[config.mk]
export PLATFORM = sky130hd
export DESIGN_NAME = fifo_word_unpacker
export DESIGN_NICKNAME = d
export VERILOG_FILES = /design/src/rtl/fifo_word_unpacker.sv
export SDC_FILE = /design/constraint.sdc
export NUM_CORES = 1
export LEC_CHECK = 0
export ABC_AREA = 1
export CAP_MARGIN = 5
export CORE_UTILIZATION = 45
export DETAILED_ROUTE_END_ITERATION = 8
export GPL_TIMING_DRIVEN = 1
export PLACE_DENSITY_LB_ADDON = 0.05
export SETUP_SLACK_MARGIN = 0.5
export SLEW_MARGIN = 10
export SYNTH_ARGS = -nofsm -noshare
export SYNTH_HDL_FRONTEND = slang
export SYNTH_SLANG_ARGS = --single-unit
export TNS_END_PERCENT = 30
[constraint.sdc]
create_clock -name clk -period 1.86 [get_ports clk]
set_input_delay 0.279 -clock clk [delete_from_list [all_inputs] [get_ports clk]]
set_output_delay 0.279 -clock clk [all_outputs]
set_load 0.05 [all_outputs]
[src/rtl/fifo_word_unpacker.sv]
// Drains W-bit words from a synchronous FIFO and emits them as B-bit beats on valid/ready.
// Beat order: LSB slice first by default; define UNPACK_MSB_FIRST_EN for MSB slice first.
module fifo_word_unpacker #(
  parameter int unsigned W = 32,
  parameter int unsigned B = 8
) (
  input  logic         clk,
  input  logic         rst,
  input  logic         fifo_empty,
  input  logic [W-1:0] fifo_data,
  output logic         fifo_rd_en,
  output logic [B-1:0] out_data,
  output logic         out_valid,
  input  logic         out_ready,
  output logic         out_last,
  output logic         busy,
  output logic [15:0]  words_done
);

  localparam int unsigned N  = W / B;
  localparam int unsigned IW = (N > 1) ? $clog2(N) : 1;
  localparam logic [IW-1:0] LAST_IDX = IW'(N - 1);

  typedef enum logic [1:0] {IDLE, READ, LOAD, SEND} state_e;

  state_e        state_q, state_d;
  logic [IW-1:0] idx_q, idx_d;
  logic [W-1:0]  sr_q, sr_d;
  logic [B-1:0]  out_data_q, out_data_d;
  logic          out_valid_q, out_valid_d;
  logic          out_last_q, out_last_d;
  logic          rd_en_q, rd_en_d;
  logic          busy_q, busy_d;
  logic [15:0]   words_done_q, words_done_d;
  logic          hs;

  // Beat currently at the head of the shift register.
  function automatic logic [B-1:0] head_beat(input logic [W-1:0] v);
`ifdef UNPACK_MSB_FIRST_EN
    return v[W-1 -: B];
`else
    return v[B-1:0];
`endif
  endfunction

  // Advance the shift register so the next beat sits at the head.
  function automatic logic [W-1:0] shift_beat(input logic [W-1:0] v);
`ifdef UNPACK_MSB_FIRST_EN
    return v << B;
`else
    return v >> B;
`endif
  endfunction

  // Next-state and registered-output computation.
  always_comb begin
    state_d      = state_q;
    idx_d        = idx_q;
    sr_d         = sr_q;
    out_data_d   = out_data_q;
    out_valid_d  = 1'b0;
    words_done_d = words_done_q;
    hs           = (state_q == SEND) && out_ready;

    case (state_q)
      IDLE: begin
        if (!fifo_empty) state_d = READ;
      end
      READ: begin
        state_d = LOAD;
      end
      LOAD: begin
        sr_d        = fifo_data;
        idx_d       = '0;
        out_data_d  = head_beat(fifo_data);
        out_valid_d = 1'b1;
        state_d     = SEND;
      end
      SEND: begin
        out_valid_d = 1'b1;
        if (hs) begin
          if (idx_q == LAST_IDX) begin
            words_done_d = words_done_q + 16'd1;
            idx_d        = '0;
            out_valid_d  = 1'b0;
            state_d      = IDLE;
          end else begin
            sr_d       = shift_beat(sr_q);
            idx_d      = idx_q + IW'(1);
            out_data_d = head_beat(sr_d);
          end
        end
      end
      default: state_d = IDLE;
    endcase

    rd_en_d    = (state_d == READ);
    busy_d     = (state_d != IDLE);
    out_last_d = out_valid_d && (idx_d == LAST_IDX);
  end

  always_ff @(posedge clk) begin
    if (rst) begin
      state_q      <= IDLE;
      idx_q        <= '0;
      sr_q         <= '0;
      out_data_q   <= '0;
      out_valid_q  <= 1'b0;
      out_last_q   <= 1'b0;
      rd_en_q      <= 1'b0;
      busy_q       <= 1'b0;
      words_done_q <= '0;
    end else begin
      state_q      <= state_d;
      idx_q        <= idx_d;
      sr_q         <= sr_d;
      out_data_q   <= out_data_d;
      out_valid_q  <= out_valid_d;
      out_last_q   <= out_last_d;
      rd_en_q      <= rd_en_d;
      busy_q       <= busy_d;
      words_done_q <= words_done_d;
    end
  end

  assign fifo_rd_en = rd_en_q;
  assign out_data   = out_data_q;
  assign out_valid  = out_valid_q;
  assign out_last   = out_last_q;
  assign busy       = busy_q;
  assign words_done = words_done_q;

endmodule

==> impl.org, run 1 <==
** Power and ir drop
- Clock network fraction of total power :: 28.3%
- Internal :: between 1.5 and 2 mW
- In this run, the combinational gates consume 21.9% of the power.
- For this design the ratio of total power to cell area is 756.9 mW/mm^2.
- In this run switching power makes up about 30% of total power.
- In this run the static leakage power is approximately 1.5 nW.
- Across the VDD grid, the largest voltage drop is approximately 0.00055 V.
- Total net switching power :: just under 0.8 mW
- Sequential cells account for roughly half of the total power.

** CTS
- The clock tree synthesis step divided the H-tree into 2 levels.
- Clock tree synthesis inserted a total of 5 buffers.
- Insertion delay to the later sink of the worst-skew pair :: 0.31 ns
- Hold buffers post-CTS :: 0
- Post-CTS clock slew at the launch and capture registers of the worst setup and hold paths :: 0.11 ns
- No sink is reached through more buffers than the 2 on the longest clock path.
- The clock drives 56 sinks.
- The root buffer cell chosen for the clock tree is sky130_fd_sc_hd__clkbuf_8.
- TritonCTS clock tree :: built

** Timing
- Final worst path period need :: around 1.4 ns
- For this run, the top clock speed supported by timing is between 0.6 and 0.7 GHz.
- Worst-Margin Slew :: 0.4892 ns
- The worst path meets setup with between 0.4 and 0.5 ns of slack.
- The final hold violation count is 0.
- Final worst path period share :: between 70 and 80%
- Unrepaired setup endpoints after global routing :: yes
- Final-report setup violation count :: 0
- Final TNS setup :: 0 ns
- Headroom to the max-slew limit :: 67.52%
- Skew final :: 0.009243 ns
- The number of max-slew violations in the final report came to 0.

** Routing
- Routed Wire Length :: 6731 um
- Via density per instance :: 5.293
- Detailed routing inserted a total of ~2500 vias.
- In the routed design, unresolved DRC markers number 0.
- The count of nets left with antenna violations once routing finished came out at 0.
- Drt first-iter violations :: about 220
- Mean routed wirelength per cell :: 13.99 um
- The pre-antenna-repair detailed-routing pass consisted of 5 iterations.

** Synth
- The mapped netlist covers roughly 0.0025 mm^2.
- The synthesized netlist contains 24 unique library cells.
- Gate count after technology mapping :: approximately 340
- The synthesized design contains 56 register bits.
- Each instance of the synthesized netlist takes up on average 7.380 um^2.
- Yosys synthesis warning count :: 0
- Area contributors post-synth :: sky130_fd_sc_hd__dfxtp_1 (44%), sky130_fd_sc_hd__nand2_1 (9.9%), sky130_fd_sc_hd__nand3_1 (8.5%), sky130_fd_sc_hd__o21ai_0 (6.3%), sky130_fd_sc_hd__a31oi_1 (5.9%)
- The share of the Yosys chip area taken by registers is between 40% and 50%.
- The top cell type by area accounts for ~44% of the synthesized area.
- Post-Synthesis Net Count :: 382
- Summed over all instances, the cell type with the most area after synthesis is sky130_fd_sc_hd__dfxtp_1.

** Cells and area
- The finished cells cover 0.003536 mm^2.
- Share of final-layout standard cells stronger than drive strength 1 :: 20.44%
- FILL cells :: approximately 460
- At the end of the flow, the number of nets in the layout was 448.
- Antenna fix cells :: 0
- Final standard cell count with taps included and fillers excluded :: approximately 480
- Area growth from synthesis to layout :: 39.28%
- Measured on the finished design, the core utilization comes to between 60% and 70%.

** Global routing
- For this run the aggregate overflow at the end of global routing stands at 0.
- Number of global-route vias before repair :: 2255
- GRT Util Overall :: a little over a fifth
- The first global-routing pass estimated 10310 um of wire.
- The initial antenna violation count came to 0.
- Maximum number of pins on one net before global-route repair :: 50

** Min path
- Classification of the worst-slack hold path :: reg -> reg
- HP Start :: sr_q[30]$_SDFFE_PP0P_

** Place
- OpenSTA, run right after detailed placement, puts the worst setup slack at 0.1054 ns.
- Area after detailed placement :: roughly 0.0032 mm^2
- Routability-driven placement finished with a final weighted congestion of 0.8059.
- Estimated wirelength of the detail-placed design :: 4028 um
- In this run the tool buffered the top-level ports with 63 buffer cells.
- Counting tap cells, the placed design contains a total of around 460 instances.

** Worst setup path
- At the worst endpoint, the required time is between 1.5 and 2 ns.
- Tracing the worst setup path back leads to its startpoint at sr_q[1]$_SDFFE_PP0P_.
- On the critical path the largest part of the delay comes from buffers and inverters.
- For the worst setup path, the data arrival time is between 1 and 1.5 ns.
- Critical-path cell with the highest stage delay :: sky130_fd_sc_hd__clkdlybuf4s15_1
- The critical path is of the reg -> out type.
- STA classifies the critical path endpoint as an output pin.
- Critical register-to-register path startpoint :: idx_q[0]$_SDFF_PP0_
- Max incr delay on CP :: just under 0.5 ns
- Slack of the worst reg-to-reg path :: 0.45 ns
- Traced cell by cell, the critical path runs through clkdlybuf4s15_1.
- In this run the worst path has a maximum fanout of 2.
- Crit path launch type :: flip-flop
- CP bufs+invs :: 1

** Run
- Max-cap violations in this run came to 0.

** Floorplan
- Initial core utilization :: 48.17%
- 64 I/O pins were placed.
- Floorplan row count :: 26
- In this run the horizontal extent of the chip is between 70 and 80 um.
- After floorplanning, the core was sized to cover roughly 0.0053 mm^2.
- The die is 77.11 um tall.
- Area of the die :: 0.005946 mm^2

** Run status
- The flow ran to the end, and the final reports show no timing, DRC or antenna violations.
## flip-flops by register name, indices dropped and copies added, names as in the netlist
register / count
out_last: 1
words_done: 16
fifo_rd_en: 1
busy: 1
out_valid: 1
idx_q: 2
sr_q: 32
state_q: 2
## power groups by stage
stage	Clock (mW)	Sequential, mW	Combinational, mW
after floorplan	0	1.36	0.329
after global placement	0	1.35	0.497
after detailed placement	0	1.36	0.500
after CTS	0.766	1.33	0.485
after global routing	0.812	1.34	0.634
final	0.758	1.33	0.587
## cell usage after synthesis, drive strengths merged
cell and count:
a21oi 17, a31oi 24, buf 19, clkbuf 8
dfxtp 56, ha 2, inv 27, nand2 70
nand3 43, nand3b 1, nand4 4, nor2 32
nor3 3, o211ai 1, o21a 1, o21ai 33
or2 1, xor2 2
## final timing paths
check	end	depth (start not counted)
worst max-delay path	out_data[1]	1
worst min-delay path	sr_q[30]$_SDFFE_PP0P_	2
worst max register to register	sr_q[9]$_SDFFE_PP0P_	7
worst min register to register	sr_q[30]$_SDFFE_PP0P_	2
## cells in the final DEF, fill, tap and decap left out, types with 3 or more instances in the layout
cell | netlist | final
sky130_fd_sc_hd__o21ai_1 | 1 | 3
sky130_fd_sc_hd__nor2_8 | 3 | 3
sky130_fd_sc_hd__clkdlybuf4s15_1 | 0 | 8
sky130_fd_sc_hd__clkbuf_16 | 0 | 4
sky130_fd_sc_hd__clkdlybuf4s50_1 | 0 | 34
sky130_fd_sc_hd__dfxtp_4 | 0 | 3
sky130_fd_sc_hd__buf_2 | 8 | 4
sky130_fd_sc_hd__nand3_1 | 43 | 42
sky130_fd_sc_hd__nand2_1 | 67 | 60
sky130_fd_sc_hd__nor3_1 | 3 | 3
sky130_fd_sc_hd__a21oi_1 | 17 | 15
sky130_fd_sc_hd__dfxtp_2 | 0 | 8
sky130_fd_sc_hd__nand4_1 | 4 | 4
sky130_fd_sc_hd__nor2_1 | 29 | 28
sky130_fd_sc_hd__clkdlybuf4s15_2 | 0 | 9
sky130_fd_sc_hd__o21ai_0 | 32 | 30
sky130_fd_sc_hd__a31oi_1 | 24 | 24
sky130_fd_sc_hd__buf_4 | 9 | 20
sky130_fd_sc_hd__clkbuf_8 | 0 | 5
sky130_fd_sc_hd__inv_1 | 25 | 24
sky130_fd_sc_hd__dfxtp_1 | 56 | 45
sky130_fd_sc_hd__nand2_2 | 3 | 10
## per-layer routing
layer,up-vias,routed length (um),GRT usage [%]
met2,88,3132,35.00
met1,1168,3201,29.18
met3,5,362,3.452
met4,0,34,3.962
met5,-,0,0
li1,1285,-,-
## through the flow
stage / total power [mW] / hold WS [ns]
floorplan: 1.688 / 0.4398
global placement: 1.850 / 0.4507
detailed placement: 1.855 / 0.4532
CTS: 2.580 / 0.4683
global route: 2.789 / 0.4922
finish: 2.676 / 0.4671
## cells by family (layout without fill, tap and decap cells)
logic type | Yosys count | after routing | synth area share (%)
AOI/OAI and AO/OA | 76 | 76 | 16.36
buffers and inverters | 54 | 121 | 9.906
adders and majority gates | 2 | 2 | 0.9855
xor gates and xnor gates | 2 | 2 | 0.6901
and+or+nand+nor | 154 | 154 | 27.90
DFF | 56 | 56 | 44.16
## timing repair
action	CTS	global route
endpoints found under the setup margin	53	66
pin swaps	0	13
buffers inserted	0	11
gates resized for setup	66	30
cloned	0	4
## area by class of cell
class                           count  area (um^2)  share of cell area, %
Timing Repair Buffer               86        864.6                  24.45
Clock inverter                      2        11.26                 0.3185
Clock buffer                        6        93.84                  2.654
Sequential cell                    56         1142                  32.31
Multi-Input combinational cell    234         1224                  34.61
Tap cell                           70        87.58                  2.477
Inverter                           27        112.6                  3.185
(Power assumes the default switching activity.)
==> run 2: changes to the inputs <==
Clock period 1.86 ns to 1.32 ns, I/O delays scaled along.
==> run 2 against run 1 <==
Against the previous run:
- the flow now finishes with violations (negative setup slack)
- flip-flop and latch count did not move
- non-clock buffer count rose by 6
- final area rose by 16%
- clock power rose by 27%
- sequential share of layout area fell by 3.2 points
- hold slack got worse by 0.017 ns
- global-route usage rose by 4.5 points
- routed wire length rose by 11%
- critical endpoint is now words_done[14]$_SDFFE_PP0P_
- largest cell class unchanged
- largest power group unchanged
- highest routed layer unchanged
==> impl.org, run 2 (synthesis gave the netlist of run 1 again) <==
** Power and ir drop
- Internal :: 2.743 mW (was 1.884 mW)
- Cell Pwr Density :: 946.6 mW/mm^2 (was 756.9 mW/mm^2)
- Gate power share :: 26.7% (was 21.9%)
- The overall power of the completed layout came to 3.897 mW (was 2.676 mW).
- The standby leakage power came to 1.653 nW (was 1.473 nW).
- The fraction of power consumed by sequential logic came to 48.5% (was 49.8%).
- Clock network fraction of total power :: 24.8% (was 28.3%)
- The highest ir drop seen on vdd is 0.0005182 V (was 0.0005538 V).
- Fraction of power spent switching nets :: 29.61% (was 29.59%)
- Total net switching power :: 1.154 mW (was 0.7921 mW)

** Floorplan
- Chip height :: 77.11 um (unchanged)
- IO Pins :: 64 (unchanged)
- The core area was 0.005270 mm^2 (unchanged).
- The initial standard-cell utilization of the core is 48.17% (unchanged).
- The die outline width was 77.11 um (unchanged).
- Area of the die :: 0.005946 mm^2 (unchanged)
- The number of rows created at floorplan came to 26 (unchanged).

** Worst setup path
- The delay contributed by the slowest stage of the critical path came to 0.37 ns (was 0.49 ns).
- Critical-path cell with the highest stage delay :: sky130_fd_sc_hd__dfxtp_2 (was sky130_fd_sc_hd__clkdlybuf4s15_1)
- The kind of end point of the critical path was a flip-flop (was output pin).
- Crit path launch type :: flip-flop (unchanged)
- Critical Path, Cell by Cell: ha_4 -> nand2_4 -> nor2_8 -> inv_6 -> nor2_8 -> nand3_2 -> nand2_1 -> inv_1 -> nor2_1 (was clkdlybuf4s15_1).
- The critical path data required time came to 1.57 ns (was 1.58 ns).
- The largest fanout of any net on the critical path came to 8 (was 2).
- Among the stages of the critical path, the cell type that occurs most often is sky130_fd_sc_hd__nor2_8.
- Arrival time worst endpoint :: 1.61 ns (was 1.15 ns)
- The sum of buffers and inverters on the critical path is 2 (was 1).
- The cell type group with the largest total delay on the critical path is simple AND/OR/NAND/NOR gates (was buffers and inverters).
- The critical path class is reg -> reg (was reg -> out).

** Timing
- Unrepaired setup endpoints after global routing: yes (unchanged).
- Highest attainable clock frequency :: ~0.74 GHz
- Of the available clock period, the critical path in the final layout requires 103.0%.
- The setup skew after layout is 0.006721 ns (was 0.009243 ns).
- The final setup violation count was 12 (was 0).
- The pin slew with the least headroom to its limit is 0.3488 ns (was 0.4892 ns).
- The worst max-slew margin expressed relative to the limit is 76.66% (was 67.52%).
- The number of max-slew violations in the final report is 0 (unchanged).
- Post-layout worst setup margin :: -0.04003 ns (was 0.4282 ns)
- Counting I/O delays and the setup requirement, the final critical path takes between 1 and 1.5 ns.
- The final hold violation count came to 0 (unchanged).

** Cells and area
- Final standard cell count with taps included and fillers excluded :: 487 (was 481)
- Antenna fix cells :: 0 (unchanged)
- The end-of-flow core utilization was 78.11% (was 67.09%).
- The share of post-route cells with drive strength above 1 came to 34.29% (was 20.44%).
- Total Nets Final :: 454 (was 448)
- Most common library cell in the layout ignoring fill and taps :: sky130_fd_sc_hd__nand2_1 (unchanged)
- Most frequent cells in the layout :: sky130_fd_sc_hd__nand2_1 (59), sky130_fd_sc_hd__nand3_1 (38), sky130_fd_sc_hd__clkdlybuf4s50_1 (35), sky130_fd_sc_hd__buf_12 (32) (was sky130_fd_sc_hd__nand2_1 (60), sky130_fd_sc_hd__dfxtp_1 (45), sky130_fd_sc_hd__nand3_1 (42), sky130_fd_sc_hd__clkdlybuf4s50_1 (34), sky130_fd_sc_hd__o21ai_0 (30))
- The register name with the most flops is sr_q (unchanged).
- Flip-flop count of the largest register after layout :: 32 (unchanged)
- Area growth from synthesis to layout :: 62.15% (was 39.28%)

** Run status
- Failing checks :: negative setup slack
- Status :: finished with violations (was completed)

** CTS
- TritonCTS sink count :: 56 (unchanged)
- The buffer levels on the longest clock path is 2 (unchanged).
- The level count of the clock H-tree came to 2 (unchanged).
- CTS Buf Count :: 5 (unchanged)
- Post-CTS clock slew at the launch and capture registers of the worst setup and hold paths :: 0.10 ns (was 0.11 ns)
- The number of buffers added to fix hold violations after cts was 0 (unchanged).
- The insertion delay of the later-clocked pin in the worst-skew pair is 0.31 ns (about the same).
- Clock Root Buffer :: sky130_fd_sc_hd__clkbuf_8 (unchanged)
- The clock tree from TritonCTS is built (unchanged).

** Routing
- Drt first-iter violations :: 205 (was 224)
- ANT nets after route :: 0 (unchanged)
- Via count :: 2663 (was 2546)
- Number of search-and-repair iterations in the first detailed-routing pass :: 5 (unchanged)
- Remaining DRCs :: 0 (unchanged)
- The number of vias per cell was 5.468 (was 5.293).
- The final wirelength is 7480 um (was 6731 um).
- The final routed wire length divided by cell count is 15.36 um (was 13.99 um).

** Place
- The quantity of I/O buffers inserted on ports came to 63 (unchanged).
- The total half-perimeter wirelength after legalization and detailed placement is 4643 um (was 4028 um).
- The final RePlAce weighted congestion was 0.8661 (was 0.8059).
- The cell total after placement came to 468 (was 458).

** Global routing
- The leftover overflow at the end of global routing was 0 (unchanged).
- The initial antenna violation count was 0 (unchanged).
- The global-route wire length before repair is 12200 um (was 10310 um).
- The via count of the first global-routing pass is 2617 (was 2255).
- The maximum number of pins on one net before global-route repair is 26 (was 50).
- GRT Util Overall :: 25.68% (was 21.18%)

** Min path
- Classification of the worst-slack hold path :: in -> reg (was reg -> reg)

** Run
- Max-cap violation count :: 0 (unchanged)
-- run 2: cell count changes in the layout (fill, tap and decap cells not counted), moves of 10 or more --
cell	previous run	this run
sky130_fd_sc_hd__o21ai_0	30	10
sky130_fd_sc_hd__dfxtp_4	3	14
sky130_fd_sc_hd__dfxtp_1	45	24
sky130_fd_sc_hd__o21ai_1	3	14
sky130_fd_sc_hd__buf_12	2	32
sky130_fd_sc_hd__dfxtp_2	8	18
-- run 2: final timing paths --
check | from | endpoint | slack (ns) | depth (start not counted)
min | fifo_data[1] | sr_q[1]$_SDFFE_PP0P_ | 0.45 | 3
max | idx_q[1]$_SDFF_PP0_ | words_done[14]$_SDFFE_PP0P_ | -0.04 | 9
max reg2reg | idx_q[1]$_SDFF_PP0_ | words_done[14]$_SDFFE_PP0P_ | -0.04 | 9
min reg2reg | sr_q[30]$_SDFFE_PP0P_ | sr_q[30]$_SDFFE_PP0P_ | 0.47 | 2
-- run 2: metal layers --
metal / GRT usage (%) / share of wire (%) / up-vias
met5: 0 / 0 / -
met4: 7.925 / 1.5 / 0
met3: 4.881 / 5.5 / 13
met2: 48.21 / 54 / 97
met1: 28.97 / 39 / 1256
li1: - / - / 1297
-- run 2: cell type report --
type                    instances  area, um^2
clock inverters                 2       10.01
flip-flops and latches         56        1196
well taps                      70       87.58
fillers                       356        1154
clock buffers                   6       82.58
repair buffers                 92        1266
multi-input cells             234        1365
inverters                      27       108.9
-- run 2: repair_timing --
| action | 4_1_cts | 5_1_grt |
|---|---|---|
| cloned | 2 | 1 |
| pin swaps | 22 | 15 |
| hold endpoints to repair | 0 | 0 |
| buffers inserted | 6 | 2 |
| setup endpoints to repair | 84 | 84 |
| gates resized for setup | 55 | 26 |
-- run 2: power by group through the flow --
stage	combinational [mW]	clock, mW	sequential [mW]
detailed placement	0.848	0	1.91
finish	1.04	0.965	1.89
global placement	0.838	0	1.91
global route	1.10	1.06	1.90
CTS	0.974	0.975	1.88
floorplan	0.488	0	1.90
-- run 2: worst reg2reg max path, cell delays in order, from the launching register on --
cell and delay [ns]:
sky130_fd_sc_hd__dfxtp_2 0.37, sky130_fd_sc_hd__ha_4 0.16, sky130_fd_sc_hd__nand2_4 0.07, sky130_fd_sc_hd__nor2_8 0.16
sky130_fd_sc_hd__inv_6 0.08, sky130_fd_sc_hd__nor2_8 0.18, sky130_fd_sc_hd__nand3_2 0.08, sky130_fd_sc_hd__nand2_1 0.08
sky130_fd_sc_hd__inv_1 0.04, sky130_fd_sc_hd__nor2_1 0.07
-- run 2: per-stage QoR --
stage               worst slack (ns)  hold slack, ns  area, um^2  setup TNS (ns)
CTS                        -0.003380          0.4501        4006       -0.009437
finish                      -0.04003          0.4499        4116         -0.2101
global placement             -0.3025          0.4496        3664          -9.453
floorplan                    0.02754          0.3588        2661               0
detailed placement           -0.3541          0.4538        3664          -11.37
global route                 -0.1049          0.4450        4116          -2.109
==> run 3: changes to the inputs <==
Settings changed: CTS_BUF_LIST from default to sky130_fd_sc_hd__clkbuf_4 sky130_fd_sc_hd__clkbuf_8, SLEW_MARGIN 10 to 20.
==> results of run 3 <==
Same layout as run 2: the final DEF is identical, and so are final timing and power.
